<file path="config.mk">
export PLATFORM = sky130hd
export DESIGN_NAME = sysid_rd_timer
export DESIGN_NICKNAME = d
export VERILOG_FILES = /design/src/rtl/sysid_boot_checker_rd_timer.sv
export SDC_FILE = /design/constraint.sdc
export NUM_CORES = 1
export LEC_CHECK = 0
export ABC_AREA = 1
export CAP_MARGIN = 0
export CELL_PAD_IN_SITES_DETAIL_PLACEMENT = 2
export CELL_PAD_IN_SITES_GLOBAL_PLACEMENT = 2
export CORE_MARGIN = 3
export CORE_UTILIZATION = 27
export CTS_BUF_LIST = sky130_fd_sc_hd__clkbuf_8 sky130_fd_sc_hd__clkbuf_16
export DETAILED_ROUTE_END_ITERATION = 10
export GPL_TIMING_DRIVEN = 0
export PLACE_DENSITY_LB_ADDON = 0.1
export SYNTH_ARGS = -nofsm -noshare
export SYNTH_HDL_FRONTEND = slang
export SYNTH_SLANG_ARGS = --single-unit
export TNS_END_PERCENT = 30
</file>
<file path="constraint.sdc">
create_clock -name clock -period 1.1 [get_ports clock]
set_input_delay 0.165 -clock clock [delete_from_list [all_inputs] [get_ports clock]]
set_output_delay 0.165 -clock clock [all_outputs]
set_load 0.01 [all_outputs]
</file>
<file path="src/rtl/sysid_boot_checker_rd_timer.sv">
// Per-transaction watchdog for the sysid reads: counts cycles while enabled and
// flags the cycle on which the count reaches TIMEOUT_CYCLES.
module sysid_rd_timer #(
    parameter int TIMEOUT_CYCLES = 255,
    parameter int TO_W           = 8
) (
    input  logic clock,
    input  logic reset,
    input  logic clear,
    input  logic enable,
    output logic expired
);

    localparam logic [TO_W-1:0] LAST_COUNT = TO_W'(TIMEOUT_CYCLES - 1);

    logic [TO_W-1:0] count_q;
    logic [TO_W-1:0] count_d;

    always_comb begin
        count_d = count_q;
        if (clear) begin
            count_d = '0;
        end else if (enable) begin
            count_d = count_q + 1'b1;
        end
    end

    always_ff @(posedge clock) begin
        if (reset) begin
            count_q <= '0;
        end else begin
            count_q <= count_d;
        end
    end

    // Expiry marks the increment that lands on TIMEOUT_CYCLES.
    assign expired = enable && (count_q == LAST_COUNT);

endmodule

</file>
# Word level (Yosys, flattened, before mapping)
# Index checks and enable logic that the tools add are counted.
# word_totals
out_inout_bits,1
regBits,8
# op_classes
n_addsub,1
n_reduce_logical,2
eq_ne,1
# ops
operator,count
"8-bit by 1-bit adder with 8-bit output, second input constant",1
"8-bit equality test, second input constant",1
2-bit OR reduction,1
1-bit logical AND,1

# Depth between registers and ports, before layout
# Gate-level depths: netlist (run 1).
# depth
word_depth,2
mapped_depth,7
depth_no_buf,7

# Least setup slack after synthesis (run 1)
# Ideal clock, no wire load.
# synth_timing
kind,register to output
startpoint,register count_q[3]
endpoint,output port expired
stages_incl_launch_ff,5
path_slack_ps,73
arrival_ps,862
cell_sequence,dfxtp_1 nand2_1 inv_1 nand3_1 nor3_1
# synth_via
elab_chain_cells,2
# synth_lines
item,line_no,source
"start, declared",16,logic [TO_W-1:0] count_q;
"start signal, assigned",32,count_q <= count_d;
8-bit equality test,37,assign expired = enable && (count_q == LAST_COUNT);
1-bit logical AND,37,
"end, declared",11,output logic expired
# No other way between the ends.

# Worst setup path after layout (run 1)
# layout_timing
startpoint,register count_q[0]
endpoint,output port expired
# The elaborated chain is that of the path after synthesis.

==> results_dict.tcl, run 1 <==
set metrics [dict create \
    via_count 372 \
    max-clock-path-buffers 2 \
    grt_use_total_pct 12.9 \
    wire_length_of_the_first_global_routing_pass_mm 1.77 \
    grt_remaining_overflow 0 \
    power_w 0.000679 \
    clk_latency_ns 0.22 \
    crit_path_end_kind "output port" \
    total_die_area_mm2 0.00193 \
    slew_viol_final 0 \
    maxSlewHeadroom_pct 85.3 \
    grt.met1_usage_pct 14.1 \
    cts.reportedPaths.clkPinSlew_ns 0.04 \
    timing.critical_path.fanout_max 2 \
    first_global_vias 406 \
    power_frac_comb_pct 6.2 \
    boundary_pin_count 5 \
    avgRoutedWirePerCell_um 12.3 \
    place.gp.congestion 0.673 \
    timing.setup.critical_path_class "reg -> out" \
    worst_r2r_path_depth 8 \
    drt_first_pass_iters 2 \
    internal_power_w 0.000551 \
    status "complete, but fails checks" \
    tritoncts "built" \
    syn_inst 54 \
    worst_ir_drop_vdd_uv 755 \
    min_delay_worst_type "in -> reg" \
    number_of_sinks_on_the_clock_net 8 \
    pin_count_of_the_biggest_net_entering_global_routing 9 \
    antenna_cells 0 \
    finalCritPeriodShare_pct 108 \
    clkPwrFrac_pct 50.1 \
    globalRoute.busiestLayer "met2" \
    power.density_mw_per_mm2 1180 \
    p_sw_w 0.000128 \
    avgViaCountPerCell 4.65 \
    postLayoutSetupSlackWorst_ns -0.0880 \
    avgSynthCellArea_um2 7.21 \
    failed_checks "setup timing" \
    cts_root_buf "sky130_fd_sc_hd__clkbuf_8" \
    p_leak_nw 0.221 \
    numCtsBuffers 3 \
    drc 0 \
    design.final.nets 73 \
    row_count 13 \
    final_antenna_net_count 0 \
    share_of_synthesized_cell_area_in_and_or_nand_and_nor_gates_pct 29.3 \
    reg_top3 "count_q (8)" \
    yosysWarningCount 0 \
    holdCritStartpoint "enable" \
    setup_viol 2 \
    buffer_ports.inserted 4 \
    grt_antenna_before_repair 0 \
    routed_wirelength_um 986 \
    yosys.area_share.adder_pct 6.43 \
    cts_max_level 1 \
    p_seq_share_pct 43.7 \
    post_route_cells_drive_above_1_share_pct 47.7 \
    synth_top_family_by_area "simple AND/OR/NAND/NOR gates" \
    clock_skew_after_layout_ns 0.00276 \
    grt_setup_unrepaired "yes" \
    synthesis_to_finish_area_growth_pct 48.2 \
    cp-start-kind "flip-flop" \
    reg_with_most_ffs "count_q" \
    core_mm2 0.00133 \
    r2r_start "count_q[1]$_SDFFE_PP0P_" \
    netlist_area_um2 389 \
    use_met2_pct 22.7 \
    worst-slew-pin-transition_ns 0.220 \
    dieWidth_um 44.0 \
    effective_utilization_at_floorplan_pct 29.2 \
    dp_hpwl_um 690 \
    stdcell_count 80 \
    setup_total_negative_slack_ns -0.111 \
    regToRegSetupSlack_ns -0.02 \
    post_place_cells 73 \
    post_dp_cell_area_um2 448 \
    achievable-frequency_ghz 0.842 \
    drt_iter0_drc 2 \
    postSynthNetCount 60 \
    worstReg2RegEnd "count_q[6]$_SDFFE_PP0P_" \
    seq_area_frac_synth_pct 41.2 \
    synthDistinctLibCells 14 \
    synth_compound_area_share_pct 14.5 \
    worst_ep_required_time_ns 0.94 \
    final_hold_violation_count 0 \
    netSwitchingFraction_pct 18.8 \
    synth_xor_area_share_pct 0 \
    final_cell_area_excluding_filler_cells_um2 577 \
    post-route-min-period_ns 1.19 \
    worst-endpoint-arrival_ns 1.02 \
    postSynthRegisterBits 8 \
    hold-path-endpoint "count_q[0]$_SDFFE_PP0P_" \
    synthMuxAreaShare_pct 0 \
    gr-usage-met3_pct 4.98 \
    fillers 161 \
    largest_reg_flops 8 \
    chipHeight_um 44.0 \
    drv.max_cap_violation_count 0 \
    worst_hold_path.num_cells 2 \
]
## metrics by stage
stage / worst slack (ns) / utilization (%) / hold WS [ns]
floorplan: 0.0734 / - / 0.255
global placement: -0.681 / 33.6 / 0.462
detailed placement: -0.699 / 33.6 / 0.465
CTS: -0.170 / 41.1 / 0.389
global route: -0.172 / 43.2 / 0.418
finish: -0.0880 / 43.2 / 0.390
## placed cells by master, fill, tap and decap left out
master / instances
sky130_fd_sc_hd__nand2_2: 6
sky130_fd_sc_hd__inv_1: 6
sky130_fd_sc_hd__nand2_1: 5
sky130_fd_sc_hd__a21oi_1: 5
sky130_fd_sc_hd__nor2_1: 5
sky130_fd_sc_hd__dfxtp_2: 5
sky130_fd_sc_hd__inv_2: 3
sky130_fd_sc_hd__nand3_2: 3
sky130_fd_sc_hd__o21ai_0: 3
sky130_fd_sc_hd__clkbuf_8: 3
sky130_fd_sc_hd__buf_4: 3
sky130_fd_sc_hd__nor2_4: 2
sky130_fd_sc_hd__o21ai_1: 2
sky130_fd_sc_hd__dfxtp_1: 2
sky130_fd_sc_hd__clkdlybuf4s50_1: 2
sky130_fd_sc_hd__nor3_2: 1
sky130_fd_sc_hd__nand3_1: 1
sky130_fd_sc_hd__nand4_1: 1
sky130_fd_sc_hd__a31oi_1: 1
sky130_fd_sc_hd__ha_4: 1
sky130_fd_sc_hd__ha_2: 1
sky130_fd_sc_hd__dfxtp_4: 1
sky130_fd_sc_hd__dlygate4sd2_1: 1
sky130_fd_sc_hd__buf_2: 1
sky130_fd_sc_hd__buf_6: 1
## Yosys cell counts
cell / count / share of area (%)
sky130_fd_sc_hd__nor2_1: 6 / 5.8
sky130_fd_sc_hd__nor2_4: 1 / 2.9
sky130_fd_sc_hd__nand2_2: 1 / 1.6
sky130_fd_sc_hd__dfxtp_1: 8 / 41
sky130_fd_sc_hd__o21ai_0: 5 / 6.4
sky130_fd_sc_hd__a31oi_1: 1 / 1.6
sky130_fd_sc_hd__inv_1: 9 / 8.7
sky130_fd_sc_hd__nand3_2: 1 / 2.6
sky130_fd_sc_hd__nand4_1: 1 / 1.6
sky130_fd_sc_hd__ha_1: 2 / 6.4
sky130_fd_sc_hd__a21oi_1: 5 / 6.4
sky130_fd_sc_hd__nor3_1: 1 / 1.3
sky130_fd_sc_hd__nand2_1: 10 / 9.6
sky130_fd_sc_hd__nand3_1: 3 / 3.9
## area by class of cell
type | instances | area, um2 | area share (%)
Multi-Input combinational cell | 37 | 245 | 42.5
Sequential cell | 8 | 170 | 29.5
Timing Repair Buffer | 8 | 67.6 | 11.7
Clock buffer | 3 | 41.3 | 7.16
Inverter | 9 | 33.8 | 5.86
Tap cell | 15 | 18.8 | 3.25
## power groups by stage
stage / logic (W) / clock network [W] / registers (W)
floorplan: 0.0000127 / 0 / 0.000302
global placement: 0.0000289 / 0 / 0.000303
detailed placement: 0.0000296 / 0 / 0.000304
CTS: 0.0000395 / 0.000357 / 0.000298
global route: 0.0000471 / 0.000377 / 0.000297
finish: 0.0000421 / 0.000341 / 0.000297
## cells by family after synthesis
family / after synthesis
adder cells (fa/ha/maj): 2
flip-flops: 8
AO/OA/AOI/OAI: 11
buffers and inverters: 9
AND/OR/NAND/NOR: 24
## repair_timing
action	CTS	global route
pin swaps	3	2
setup endpoints to repair	8	8
hold endpoints to repair	0	0
gates resized for setup	19	12
buffers inserted	4	0
hold buffers	0	0
## worst max-delay path: stages, from the launching register on
cell,delay [ns]
sky130_fd_sc_hd__dfxtp_2,0.31
sky130_fd_sc_hd__inv_2,0.06
sky130_fd_sc_hd__ha_4,0.12
sky130_fd_sc_hd__nand3_2,0.05
sky130_fd_sc_hd__nor3_2,0.11
sky130_fd_sc_hd__buf_2,0.15
## layer usage
layer	share of wire, %	vias up
li1	-	195
met5	0	-
met1	43	173
met2	54	4
met3	2.9	0
met4	0	0
## how the worst max path moves through the flow
stage	startpoint	endpoint
finish	count_q[0]$_SDFFE_PP0P_	expired
global route	count_q[0]$_SDFFE_PP0P_	expired
CTS	count_q[0]$_SDFFE_PP0P_	expired
detailed placement	enable	expired
global placement	enable	expired
floorplan	count_q[3]$_SDFFE_PP0P_	expired
(Power assumes the default switching activity.)
==> run 2: changes to the inputs <==
--- a/config.mk
+++ b/config.mk
@@ -9,7 +9,7 @@
 export CAP_MARGIN = 0
 export CELL_PAD_IN_SITES_DETAIL_PLACEMENT = 2
 export CELL_PAD_IN_SITES_GLOBAL_PLACEMENT = 2
-export CORE_MARGIN = 3
+export CORE_MARGIN = 2
 export CORE_UTILIZATION = 27
 export CTS_BUF_LIST = sky130_fd_sc_hd__clkbuf_8 sky130_fd_sc_hd__clkbuf_16
 export DETAILED_ROUTE_END_ITERATION = 10
==> run 2 against run 1 <==
The run still ends with setup timing left. Non-clock buffer count rose by 1. Total power rose by 4.5%. Utilization fell by 0.13 points. Routed wire length rose by 17%. Combinational power barely moved. Clock power rose by 8.5%. Sequential power barely moved. Sequential share of layout area fell by 0.21 points. Global-route usage rose by 1.9 points. Critical endpoint unchanged. Largest power group unchanged.
==> results_dict.tcl, run 2 (synthesis results as in run 1) <==
set metrics [dict create \
    status "complete, but fails checks" \
    failed_checks "setup timing" \
    via_count 402 \
    core_mm2 0.00132 \
    critical_path.endpoint "expired" \
    tritoncts "built" \
    crit_path_end_kind "output port" \
    grt_use_total_pct 14.7 \
    cp_cell_sequence "nand2_2, nor3_2, buf_2" \
    regToRegSetupSlack_ns -0.05 \
    clkPwrFrac_pct 52.1 \
    worst-endpoint-arrival_ns 1.03 \
    multi_input_comb_area_um2 233 \
    pre_cts_ws_ns -0.684 \
    grt_antenna_before_repair 0 \
    worstReg2RegEnd "count_q[6]$_SDFFE_PP0P_" \
    achievable-frequency_ghz 0.834 \
    avgViaCountPerCell 4.96 \
    worst-slew-pin-transition_ns 0.285 \
    final_antenna_net_count 0 \
    post_route_cells_drive_above_1_share_pct 43.9 \
    cp-start-kind "flip-flop" \
    reg_with_most_ffs "count_q" \
    cts_root_buf "sky130_fd_sc_hd__clkbuf_8" \
    drt_iter0_drc 1 \
    cts_hold_buf 0 \
    final_hold_violation_count 0 \
    timing.critical_path.fanout_max 4 \
    maxSlewHeadroom_pct 81.0 \
    worst_ir_drop_vdd_uv 719 \
    wire_length_of_the_first_global_routing_pass_mm 1.85 \
    grt_remaining_overflow 0 \
    avgRoutedWirePerCell_um 14.2 \
    design.final.nets 74 \
    pin_count_of_the_biggest_net_entering_global_routing 9 \
    finish.utilization_pct 43.1 \
    clk_latency_ns 0.23 \
    drc 0 \
    most-common-layout-cells "sky130_fd_sc_hd__nand2_2, sky130_fd_sc_hd__inv_1" \
    p_leak_nw 0.227 \
    numCtsBuffers 3 \
    setup_viol 3 \
    cts.reportedPaths.clkPinSlew_ns 0.04 \
    clock_skew_after_layout_ns 0.00178 \
    postLayoutSetupSlackWorst_ns -0.0985 \
    post-route-min-period_ns 1.20 \
    drv.max_cap_violation_count 0 \
    p_sw_w 0.000155 \
    final-seq-area_um2 166 \
    boundary_pin_count 5 \
    r2r_start "count_q[0]$_SDFFE_PP0P_" \
    row_count 13 \
    worst_ep_required_time_ns 0.94 \
    buffer_ports.inserted 4 \
    maximum_single_stage_delay_on_the_critical_path_ns 0.40 \
    antenna_cells 0 \
    internal_power_w 0.000555 \
    routed_wirelength_mm 1.15 \
    finalCritPeriodShare_pct 109 \
    dp_hpwl_um 820 \
    worst_hold_slack_ns 0.395 \
    number_of_sinks_on_the_clock_net 8 \
    p_seq_share_pct 42.0 \
    grt_setup_unrepaired "yes" \
    place.gp.congestion 0.614 \
    max-clock-path-buffers 2 \
    first_global_vias 422 \
    drt_first_pass_iters 4 \
    power_w 0.000710 \
    reg_top3 "count_q (8)" \
    chipHeight_um 42.0 \
    fillers 152 \
    power.density_mw_per_mm2 1250 \
    netSwitchingFraction_pct 21.8 \
    power_frac_comb_pct 5.9 \
    setup_total_negative_slack_ns -0.165 \
    slew_viol_final 0 \
    holdCritStartpoint "enable" \
    dieWidth_um 42.0 \
    largest_reg_flops 8 \
    synthesis_to_finish_area_growth_pct 46.0 \
    critPathLaunch "count_q[5]$_SDFFE_PP0P_" \
    cts_max_level 1 \
    worst_r2r_path_depth 8 \
    min_delay_worst_type "in -> reg" \
    effective_utilization_at_floorplan_pct 29.5 \
    total_die_area_mm2 0.00176 \
    cpMaxStageDelayCell "sky130_fd_sc_hd__dfxtp_1" \
    timing.setup.critical_path_class "reg -> out" \
]
## run 2: cell types whose count changed in the layout (fill, tap and decap cells not counted), sizes merged
cell,previous run,this run
buf,5,6
## run 2: power by group through the flow
stage	clock network [W]	logic (W)	registers, W
after floorplan	0	0.0000127	0.000302
after global placement	0	0.0000278	0.000303
after detailed placement	0	0.0000313	0.000303
after CTS	0.000378	0.0000410	0.000297
after global routing	0.000397	0.0000471	0.000298
final	0.000370	0.0000422	0.000298
## run 2: worst min-delay path by stage
stage / depth (start not counted) / endpoint
global placement: 2 / count_q[4]$_SDFFE_PP0P_
floorplan: 1 / count_q[0]$_SDFFE_PP0P_
global route: 2 / count_q[1]$_SDFFE_PP0P_
CTS: 2 / count_q[0]$_SDFFE_PP0P_
finish: 2 / count_q[0]$_SDFFE_PP0P_
detailed placement: 2 / count_q[4]$_SDFFE_PP0P_
## run 2: cell type report
| type | count | area share (%) |
|---|---|---|
| Timing Repair Buffer | 9 | 13.2 |
| Tap cell | 15 | 3.30 |
| Sequential cell | 8 | 29.3 |
| Inverter | 9 | 5.95 |
| Clock buffer | 3 | 7.27 |
| Multi-Input combinational cell | 37 | 41.0 |
## run 2: per-stage QoR
stage / instance area [um2] / std cells
after floorplan: 389 / 54
after global placement: 448 / 73
after detailed placement: 448 / 73
after CTS: 546 / 80
after global routing: 568 / 81
final: 568 / 81
## run 2: metal layers
metal | share of wire (%) | global-route usage [%]
met1 | 41 | 14.0
met2 | 55 | 27.2
met3 | 3.2 | 5.22
met4 | 1.5 | 7.74
met5 | 0 | 0
## run 2: critical path, delay by kind of cell (launching register included)
kind / cells / cell delay, ns
flip-flops: 1 / 0.40
buffers and inverters: 1 / 0.15
AND/OR/NAND/NOR: 2 / 0.26
## run 2: what timing repair did
item | 4_1_cts | 5_1_grt
pin swaps | 3 | 3
endpoints found under the setup margin | 7 | 6
gates resized for setup | 17 | 9
setup buffers | 4 | 1
